==> src/rtl/sync_blank_pkg.sv <==
// Shared types and defaults for the raster-timing recovery block.
package sync_blank_pkg;

  localparam int unsigned DEF_CNT_W      = 11;
  localparam int unsigned DEF_LOCK_LINES = 4;

  typedef enum logic [1:0] {
    UNLOCKED,
    TRACKING,
    LOCKED
  } lock_state_t;

endpackage

==> src/rtl/sync_line_meter.sv <==
// Line-length capture and raster lock tracker, driven by the hs rising edge.
module sync_line_meter
  import sync_blank_pkg::*;
#(
  parameter int unsigned CNT_W      = DEF_CNT_W,
  parameter int unsigned LOCK_LINES = DEF_LOCK_LINES
) (
  input  logic             clk_sys,
  input  logic             reset_n,
  input  logic             hs_rise,
  input  logic [CNT_W-1:0] pcnt,
  output logic [CNT_W-1:0] line_len,
  output logic             locked
);

  localparam int unsigned MW = $clog2(LOCK_LINES + 1);
  localparam logic [MW-1:0] ONE_C  = MW'(1);
  localparam logic [MW-1:0] LOCK_C = MW'(LOCK_LINES);

  lock_state_t      state;
  logic [MW-1:0]    match_cnt;
  logic [CNT_W-1:0] capture;
  logic             pcnt_sat;
  logic             same;

  assign pcnt_sat = &pcnt;
  // The edge cycle itself belongs to the finished line, hence pcnt+1.
  assign capture  = pcnt_sat ? pcnt : pcnt + 1'b1;
  assign same     = (capture == line_len);

  always_ff @(posedge clk_sys or negedge reset_n) begin
    if (!reset_n) begin
      state     <= UNLOCKED;
      match_cnt <= '0;
      line_len  <= '0;
      locked    <= 1'b0;
    end else begin
      if (hs_rise)
        line_len <= capture;
      if (pcnt_sat) begin
        state     <= UNLOCKED;
        match_cnt <= '0;
        locked    <= 1'b0;
      end else if (hs_rise) begin
        case (state)
          UNLOCKED: begin
            state     <= TRACKING;
            match_cnt <= ONE_C;
          end
          TRACKING: begin
            if (same) begin
              match_cnt <= match_cnt + ONE_C;
              if (match_cnt + ONE_C >= LOCK_C) begin
                state  <= LOCKED;
                locked <= 1'b1;
              end
            end else begin
              match_cnt <= ONE_C;
            end
          end
          LOCKED: begin
            if (!same) begin
              state     <= UNLOCKED;
              match_cnt <= '0;
              locked    <= 1'b0;
            end
          end
          default: begin
            state     <= UNLOCKED;
            match_cnt <= '0;
            locked    <= 1'b0;
          end
        endcase
      end
    end
  end

endmodule

==> src/rtl/sync_blank_gen.sv <==
// Raster-timing recovery: pixel enable, registered blanks, beam counters.
// Line measurement and lock are built only when SYNC_MEASURE_EN is defined.
module sync_blank_gen
  import sync_blank_pkg::*;
#(
  parameter int unsigned CNT_W      = DEF_CNT_W,
  parameter int unsigned CE_LOG     = 1,
  parameter int unsigned H_START    = 40,
  parameter int unsigned H_END      = 336,
  parameter int unsigned V_START    = 6,
  parameter int unsigned V_END      = 246,
  parameter int unsigned LOCK_LINES = DEF_LOCK_LINES
) (
  input  logic                    clk_sys,
  input  logic                    reset_n,
  input  logic                    hs,
  input  logic                    vs,
  output logic                    ce_pix,
  output logic                    hblank,
  output logic                    vblank,
  output logic                    de,
  output logic [CNT_W-CE_LOG-1:0] hcount,
  output logic [CNT_W-1:0]        vcount,
  output logic [CNT_W-1:0]        line_len,
  output logic                    locked
);

  localparam int unsigned HW = CNT_W - CE_LOG;
  localparam logic [HW-1:0]    H_START_C = HW'(H_START);
  localparam logic [HW-1:0]    H_END_C   = HW'(H_END);
  localparam logic [CNT_W-1:0] V_START_C = CNT_W'(V_START);
  localparam logic [CNT_W-1:0] V_END_C   = CNT_W'(V_END);

  if (H_START == H_END) begin : g_bad_h
    $error("sync_blank_gen: H_START must differ from H_END");
  end
  if (V_START == V_END) begin : g_bad_v
    $error("sync_blank_gen: V_START must differ from V_END");
  end

  logic [CNT_W-1:0] pcnt;
  logic [CNT_W-1:0] lcnt;
  logic             old_hs;
  logic             old_vs;
  logic             hs_rise;
  logic             vs_rise;

  assign hs_rise = hs & ~old_hs;
  assign vs_rise = vs & ~old_vs;
  assign ce_pix  = &pcnt[CE_LOG-1:0];
  assign hcount  = pcnt[CNT_W-1:CE_LOG];
  assign vcount  = lcnt;
  assign de      = ~(hblank | vblank);

  always_ff @(posedge clk_sys or negedge reset_n) begin
    if (!reset_n) begin
      pcnt   <= '0;
      lcnt   <= '0;
      old_hs <= 1'b0;
      old_vs <= 1'b0;
      hblank <= 1'b1;
      vblank <= 1'b1;
    end else begin
      old_hs <= hs;
      if (hs_rise)
        pcnt <= '0;
      else if (!(&pcnt))
        pcnt <= pcnt + 1'b1;
      // vs only matters at line starts; a frame start overrides the line step.
      if (hs_rise) begin
        old_vs <= vs;
        if (vs_rise)
          lcnt <= '0;
        else if (!(&lcnt))
          lcnt <= lcnt + 1'b1;
      end
      if (hcount == H_START_C)
        hblank <= 1'b0;
      else if (hcount == H_END_C)
        hblank <= 1'b1;
      if (lcnt == V_START_C)
        vblank <= 1'b0;
      else if (lcnt == V_END_C)
        vblank <= 1'b1;
    end
  end

`ifdef SYNC_MEASURE_EN
  sync_line_meter #(
    .CNT_W     (CNT_W),
    .LOCK_LINES(LOCK_LINES)
  ) u_meter (
    .clk_sys (clk_sys),
    .reset_n (reset_n),
    .hs_rise (hs_rise),
    .pcnt    (pcnt),
    .line_len(line_len),
    .locked  (locked)
  );
`else
  assign line_len = '0;
  assign locked   = 1'b1;
`endif

endmodule
==> config.mk <==
export PLATFORM = sky130hd
export DESIGN_NAME = sync_blank_gen
export DESIGN_NICKNAME = d
export VERILOG_FILES = /design/src/rtl/sync_blank_pkg.sv /design/src/rtl/sync_line_meter.sv /design/src/rtl/sync_blank_gen.sv
export SDC_FILE = /design/constraint.sdc
export NUM_CORES = 1
export LEC_CHECK = 0
export CAP_MARGIN = 20
export CORE_MARGIN = 2
export CORE_UTILIZATION = 52
export DETAILED_ROUTE_END_ITERATION = 8
export PLACE_DENSITY = 0.85
export SLEW_MARGIN = 20
export SYNTH_ARGS = -nofsm -noshare
export SYNTH_HDL_FRONTEND = slang
export SYNTH_SLANG_ARGS = --single-unit
export TNS_END_PERCENT = 20
==> constraint.sdc <==
create_clock -name clk_sys -period 3 [get_ports clk_sys]
set_input_delay 0.45 -clock clk_sys [delete_from_list [all_inputs] [get_ports clk_sys]]
set_output_delay 0.45 -clock clk_sys [all_outputs]
set_load 0.1 [all_outputs]
[After elaboration in Yosys (flattened, before gate mapping)]
Cells that the tools add are included.
W data, S select, Z words.
Cells by class
  $add $sub $neg: 2
  eq/ne operators: 6
  mux-type cells: 8
  bitwise logic cells: 6
  reductions and logical operators: 5
Operators by type and width (number)
  $mux W11: 4
  $add A11 B1 Y11 const B: 2
  $reduce_and A11 Y1: 2
  $eq A11 B3 Y1 const B: 1
  $eq A11 B8 Y1 const B: 1
  $eq A10 B6 Y1 const B: 1
  $eq A10 B9 Y1 const B: 1
  $mux W1: 4
  $ne A2 B2 Y1 const B: 2
  $reduce_bool A2 Y1: 2
  $not A1 Y1: 3
  $and A1 B1 Y1: 2
  $reduce_and A2 Y1: 1
  $or A1 B1 Y1: 1
Storage, ports and cells
  flip-flop bits (word level): 26
  input port bits: 4
  output and inout bits: 37
  word-level logic and storage cells: 33

[Longest topological paths before layout]
  word-level depth: 4
  depth in mapped cells: 6
  gate-level depth less buffers: 6

[Least setup slack after synthesis]
No wires, ideal clock.
  path type: register to register
  from: register lcnt[1] (netlist: vcount[1])
  to: register lcnt[1] (netlist: vcount[1])
  setup time: 0.129 ns
  arrival: 2.558 ns
  data required time: 2.871 ns
  path slack: 0.313 ns
  stages on the path, launching flop included: 7
  buffers on the path: 1
  period minus slack after synthesis: 2.687 ns
  cells stage by stage: dfrtp_1 ha_1 nand3_1 or4_4 buf_6 o21ai_4 mux2_1
Between the ends
  longest elaborated chain between the ends: 3
  elaborated cells on any way between the ends: 6
  classes of those cells: add/sub: 1; eq/ne: 1; mux: 2; reduce/logical: 2
RTL lines
  from (decl): line sync_blank_gen.sv:42  | logic [CNT_W-1:0] lcnt;
  from (signal assigned): line sync_blank_gen.sv:75  | lcnt <= lcnt + 1'b1;
  $add A11 B1 Y11 or $reduce_and A11 Y1 (tied branches): line sync_blank_gen.sv:75, sync_blank_gen.sv:74
  $mux W11 or $ne A2 B2 Y1 (tied branches)
  $mux W11 or $reduce_and A2 Y1 (tied branches)
Several ways; a longest one is shown, not always the timed one. The select of a mux whose other input is x is not followed.
A chain may end at the register's enable or synchronous reset.

[Worst setup path after layout]
Same ends and word-level chain as after synthesis.

==> metrics.txt <==
# TYPE chip_impl_metric gauge
chip_impl_metric{name="tightestPinTransition",unit="ns"} 0.507
chip_impl_metric{name="worst-r2r-cell-count",unit=""} 5
chip_impl_info{name="cells_taking_the_most_area_after_synthesis",value="sky130_fd_sc_hd__dfrtp_1 (38%), sky130_fd_sc_hd__buf_4 (5.8%), sky130_fd_sc_hd__a22o_1 (4.5%)"} 1
chip_impl_metric{name="synthesis.yosys.warnings",unit=""} 0
chip_impl_metric{name="leakagePower",unit="nW"} 0.832
chip_impl_metric{name="starting_density_of_the_core",unit="%"} 55.6
chip_impl_metric{name="hold-worst-slack",unit="ns"} 0.470
chip_impl_metric{name="final_min_period_over_clock_period",unit="%"} 71.7
chip_impl_info{name="grt_setup_unrepaired",value="false"} 1
chip_impl_metric{name="drt-wirelength-per-cell",unit="um"} 15.3
chip_impl_metric{name="first_pass_grt_wire_length",unit="mm"} 5.96
chip_impl_metric{name="synth_edf_count",unit=""} 0
chip_impl_metric{name="routed_wl",unit="mm"} 3.50
chip_impl_info{name="synth_area_leader_cell",value="sky130_fd_sc_hd__dfrtp_1"} 1
chip_impl_metric{name="cts_max_level",unit=""} 1
chip_impl_metric{name="finalNetCount",unit=""} 205
chip_impl_info{name="critPathCaptureType",value="register"} 1
chip_impl_metric{name="crit_path_max_fanout",unit=""} 9
chip_impl_metric{name="cts.sink_count",unit=""} 26
chip_impl_metric{name="viasPerCell",unit=""} 6.06
chip_impl_metric{name="setup_tns",unit="ns"} 0
chip_impl_metric{name="syn2layout_area_growth",unit="%"} 15.9
chip_impl_metric{name="pwr-share-clk",unit="%"} 15.4
chip_impl_metric{name="io_buffers",unit=""} 28
chip_impl_metric{name="synth_simple_gate_area_share",unit="%"} 23.2
chip_impl_metric{name="vias",unit=""} 1381
chip_impl_metric{name="finalClockSkew",unit="ns"} 0.0114
chip_impl_info{name="critical_path_class",value="reg -> reg"} 1
chip_impl_metric{name="worst_setup_hold_path_clk_slew",unit="ns"} 0.15
chip_impl_metric{name="combinational_power_share",unit="%"} 45.7
chip_impl_metric{name="final_hold_viol_count",unit=""} 0
chip_impl_metric{name="synth-xor-area-share",unit="%"} 1.68
chip_impl_metric{name="area_of_the_die",unit="um2"} 3450
chip_impl_metric{name="grt.overflow.total",unit=""} 0
chip_impl_metric{name="mappedNetlistArea",unit="um2"} 1560
chip_impl_metric{name="cell_internal_pwr",unit="mW"} 0.570
chip_impl_info{name="crit_path_start",value="vcount[1]"} 1
chip_impl_metric{name="switchingPower",unit="mW"} 0.592
chip_impl_metric{name="clk_latency",unit="ns"} 0.32
chip_impl_metric{name="overall_power_consumption",unit="mW"} 1.16
chip_impl_info{name="hold_class",value="in -> async"} 1
chip_impl_metric{name="cp_data_arrival_time",unit="ns"} 2.36
chip_impl_metric{name="placement_rows",unit=""} 19
chip_impl_metric{name="avgSynthCellArea",unit="um2"} 9.34
chip_impl_metric{name="ys_async_sr_fraction",unit="%"} 100
chip_impl_info{name="critical_path.reg2reg.startpoint",value="vcount[1]"} 1
chip_impl_info{name="status",value="finished, violations left"} 1
chip_impl_metric{name="die_width",unit="um"} 58.8
chip_impl_metric{name="synth-compound-area-share",unit="%"} 19.9
chip_impl_metric{name="r2r_setup_slack",unit="ns"} 0.85
chip_impl_metric{name="place_worst_setup_slack",unit="ns"} 0.898
chip_impl_info{name="synth_top_flop_cell",value="sky130_fd_sc_hd__dfrtp_1"} 1
chip_impl_metric{name="final-max-slew-violation-count",unit=""} 0
chip_impl_metric{name="synth-seq-area-share",unit="%"} 41.9
chip_impl_metric{name="antenna_found_initial",unit=""} 0
chip_impl_metric{name="post_cts_resize_count",unit=""} 0
chip_impl_metric{name="layout-drive-gt1-share",unit="%"} 21.3
chip_impl_info{name="main_combinational_cell_family_by_area_after_synthesis",value="simple AND/OR/NAND/NOR gates"} 1
chip_impl_metric{name="track_usage",unit="%"} 22.0
chip_impl_metric{name="synth_mux_area_share",unit="%"} 2.09
chip_impl_metric{name="dieHeight",unit="um"} 58.8
chip_impl_metric{name="clock.fmax",unit="MHz"} 465
chip_impl_metric{name="cts-buffers-inserted",unit=""} 3
chip_impl_metric{name="syn-instance-count",unit=""} 167
chip_impl_metric{name="cellPowerDensity",unit="nW/um2"} 642
chip_impl_metric{name="io_pins",unit=""} 41
chip_impl_metric{name="grt_max_degree",unit=""} 27
chip_impl_metric{name="post_synth_num_cell_types",unit=""} 46
chip_impl_info{name="ys_top_cells_by_count",value="sky130_fd_sc_hd__dfrtp_1 (24), sky130_fd_sc_hd__nor2_1 (17), sky130_fd_sc_hd__nand2_1 (14)"} 1
chip_impl_metric{name="setup_violations",unit=""} 0
chip_impl_metric{name="cts.repair_timing.setup_buffer_count",unit=""} 0
chip_impl_metric{name="share_seq_of_total_power",unit="%"} 38.9
chip_impl_metric{name="finish.cell_count_without_fillers",unit=""} 228
chip_impl_info{name="start_kind",value="register"} 1
chip_impl_metric{name="gpl.final_weighted_congestion",unit=""} 0.948
chip_impl_metric{name="max-cap-violations",unit=""} 0
chip_impl_metric{name="n_antenna_cell",unit=""} 0
chip_impl_info{name="r2r-end",value="vcount[1]"} 1
chip_impl_metric{name="antenna_left",unit=""} 0
chip_impl_info{name="yosys.cell_count.top_type",value="sky130_fd_sc_hd__dfrtp_1"} 1
chip_impl_info{name="tritoncts_clock_tree",value="built"} 1
chip_impl_metric{name="synth_adder_area_share",unit="%"} 2.41
chip_impl_metric{name="final_period_minus_worst_setup_slack",unit="ns"} 2.15
chip_impl_metric{name="power.switching_fraction",unit="%"} 51.0
chip_impl_metric{name="fp.coreArea",unit="um2"} 2810
chip_impl_metric{name="first_global_vias",unit=""} 1273
chip_impl_metric{name="power.ir.vdd_worst",unit="mV"} 0.469
chip_impl_metric{name="relative_slew_slack",unit="%"} 65.7
chip_impl_metric{name="cts-hold-fix-buffers",unit=""} 0
chip_impl_metric{name="critPathRequiredTime",unit="ns"} 3.21
chip_impl_metric{name="clock_path_buffers",unit=""} 2
chip_impl_metric{name="netlist.area_leader.share",unit="%"} 38.5
chip_impl_metric{name="dr.pass1.iters",unit=""} 6
chip_impl_metric{name="worst_slack",unit="ns"} 0.849
chip_impl_metric{name="hpwl",unit="mm"} 2.54
chip_impl_metric{name="drc",unit=""} 4
chip_impl_metric{name="place_inst",unit=""} 224
chip_impl_info{name="failing_checks",value="design-rule violations"} 1
chip_impl_info{name="cts-root-buf",value="sky130_fd_sc_hd__clkbuf_4"} 1
chip_impl_metric{name="synth.ff_latch_count",unit=""} 26
chip_impl_metric{name="drt_iter0_drc",unit=""} 51
power by group through the flow:
stage	Sequential, mW	Clock, mW	Combinational [mW]
after floorplan	0.706	0	0.173
final	0.452	0.179	0.530
after global routing	0.460	0.199	0.553
after CTS	0.450	0.185	0.532
after global placement	0.451	0	0.522
after detailed placement	0.457	0	0.531
sequential cells by signal, indices dropped and copies added (netlist names):
name    count
pcnt       11
hblank      1
old_vs      1
vcount     11
old_hs      1
vblank      1
cells in the final DEF (no fill, tap or decap), drive strengths merged, types with 3 or more instances in the layout:
master / count
nor3: 7
nand2: 15
nor2: 17
a21oi: 4
a22o: 8
o21ai: 8
inv: 5
nor2b: 3
nand3: 6
buf: 29
conb: 12
clkbuf: 4
ha: 3
o211ai: 7
a31oi: 4
clkdlybuf4s50: 3
dfrtp: 24
metal layers:
metal  global-route usage, %  vias to the layer above  routed length (um)
met5                       0                        -                   0
met4                    8.44                        0                  73
met3                    3.52                        8                 219
met2                    34.9                       61                1700
met1                    30.4                      662                1510
li1                        -                      650                   -
critical path, cell delays in order (launching register included):
cell,delay (ns)
sky130_fd_sc_hd__dfrtp_1,0.47
sky130_fd_sc_hd__ha_1,0.22
sky130_fd_sc_hd__nand3_1,0.25
sky130_fd_sc_hd__or4_4,0.57
sky130_fd_sc_hd__o21ai_4,0.19
sky130_fd_sc_hd__mux2_1,0.35
area by class of cell:
type / count / area (um2)
Multi-Input combinational cell: 130 / 813
Timing Repair Buffer: 32 / 248
Fill cell: 226 / 997
Sequential cell: 26 / 653
Tap cell: 31 / 38.8
Clock buffer: 4 / 36.3
Inverter: 5 / 18.8
metrics by stage:
step | utilization (%) | area, um2
5_1_grt | 64.5 | 1810
4_1_cts | 64.5 | 1810
6_report | 64.5 | 1810
2_1_floorplan | - | 1600
3_5_place_dp | 63.2 | 1770
3_3_place_gp | 63.2 | 1770
cell families after synthesis:
logic type | count (synthesis)
XOR/XNOR | 3
other | 2
multiplexers | 3
adder cells (fa/ha/maj) | 3
AND/OR/NAND/NOR | 67
AO/OA/AOI/OAI | 42
buffers and inverters | 21
flip-flops | 26
how the worst max path moves through the flow:
| stage | slack [ns] | endpoint | cells past startpoint |
|---|---|---|---|
| finish | 0.85 | vcount[1] | 5 |
| global route | 0.76 | vcount[1] | 5 |
| CTS | 0.86 | vcount[1] | 5 |
| detailed placement | 0.90 | vcount[1] | 5 |
| global placement | 1.04 | vcount[1] | 5 |
| floorplan | 0.31 | vcount[1] | 6 |
No activity file was read; power rests on OpenSTA's default activity.
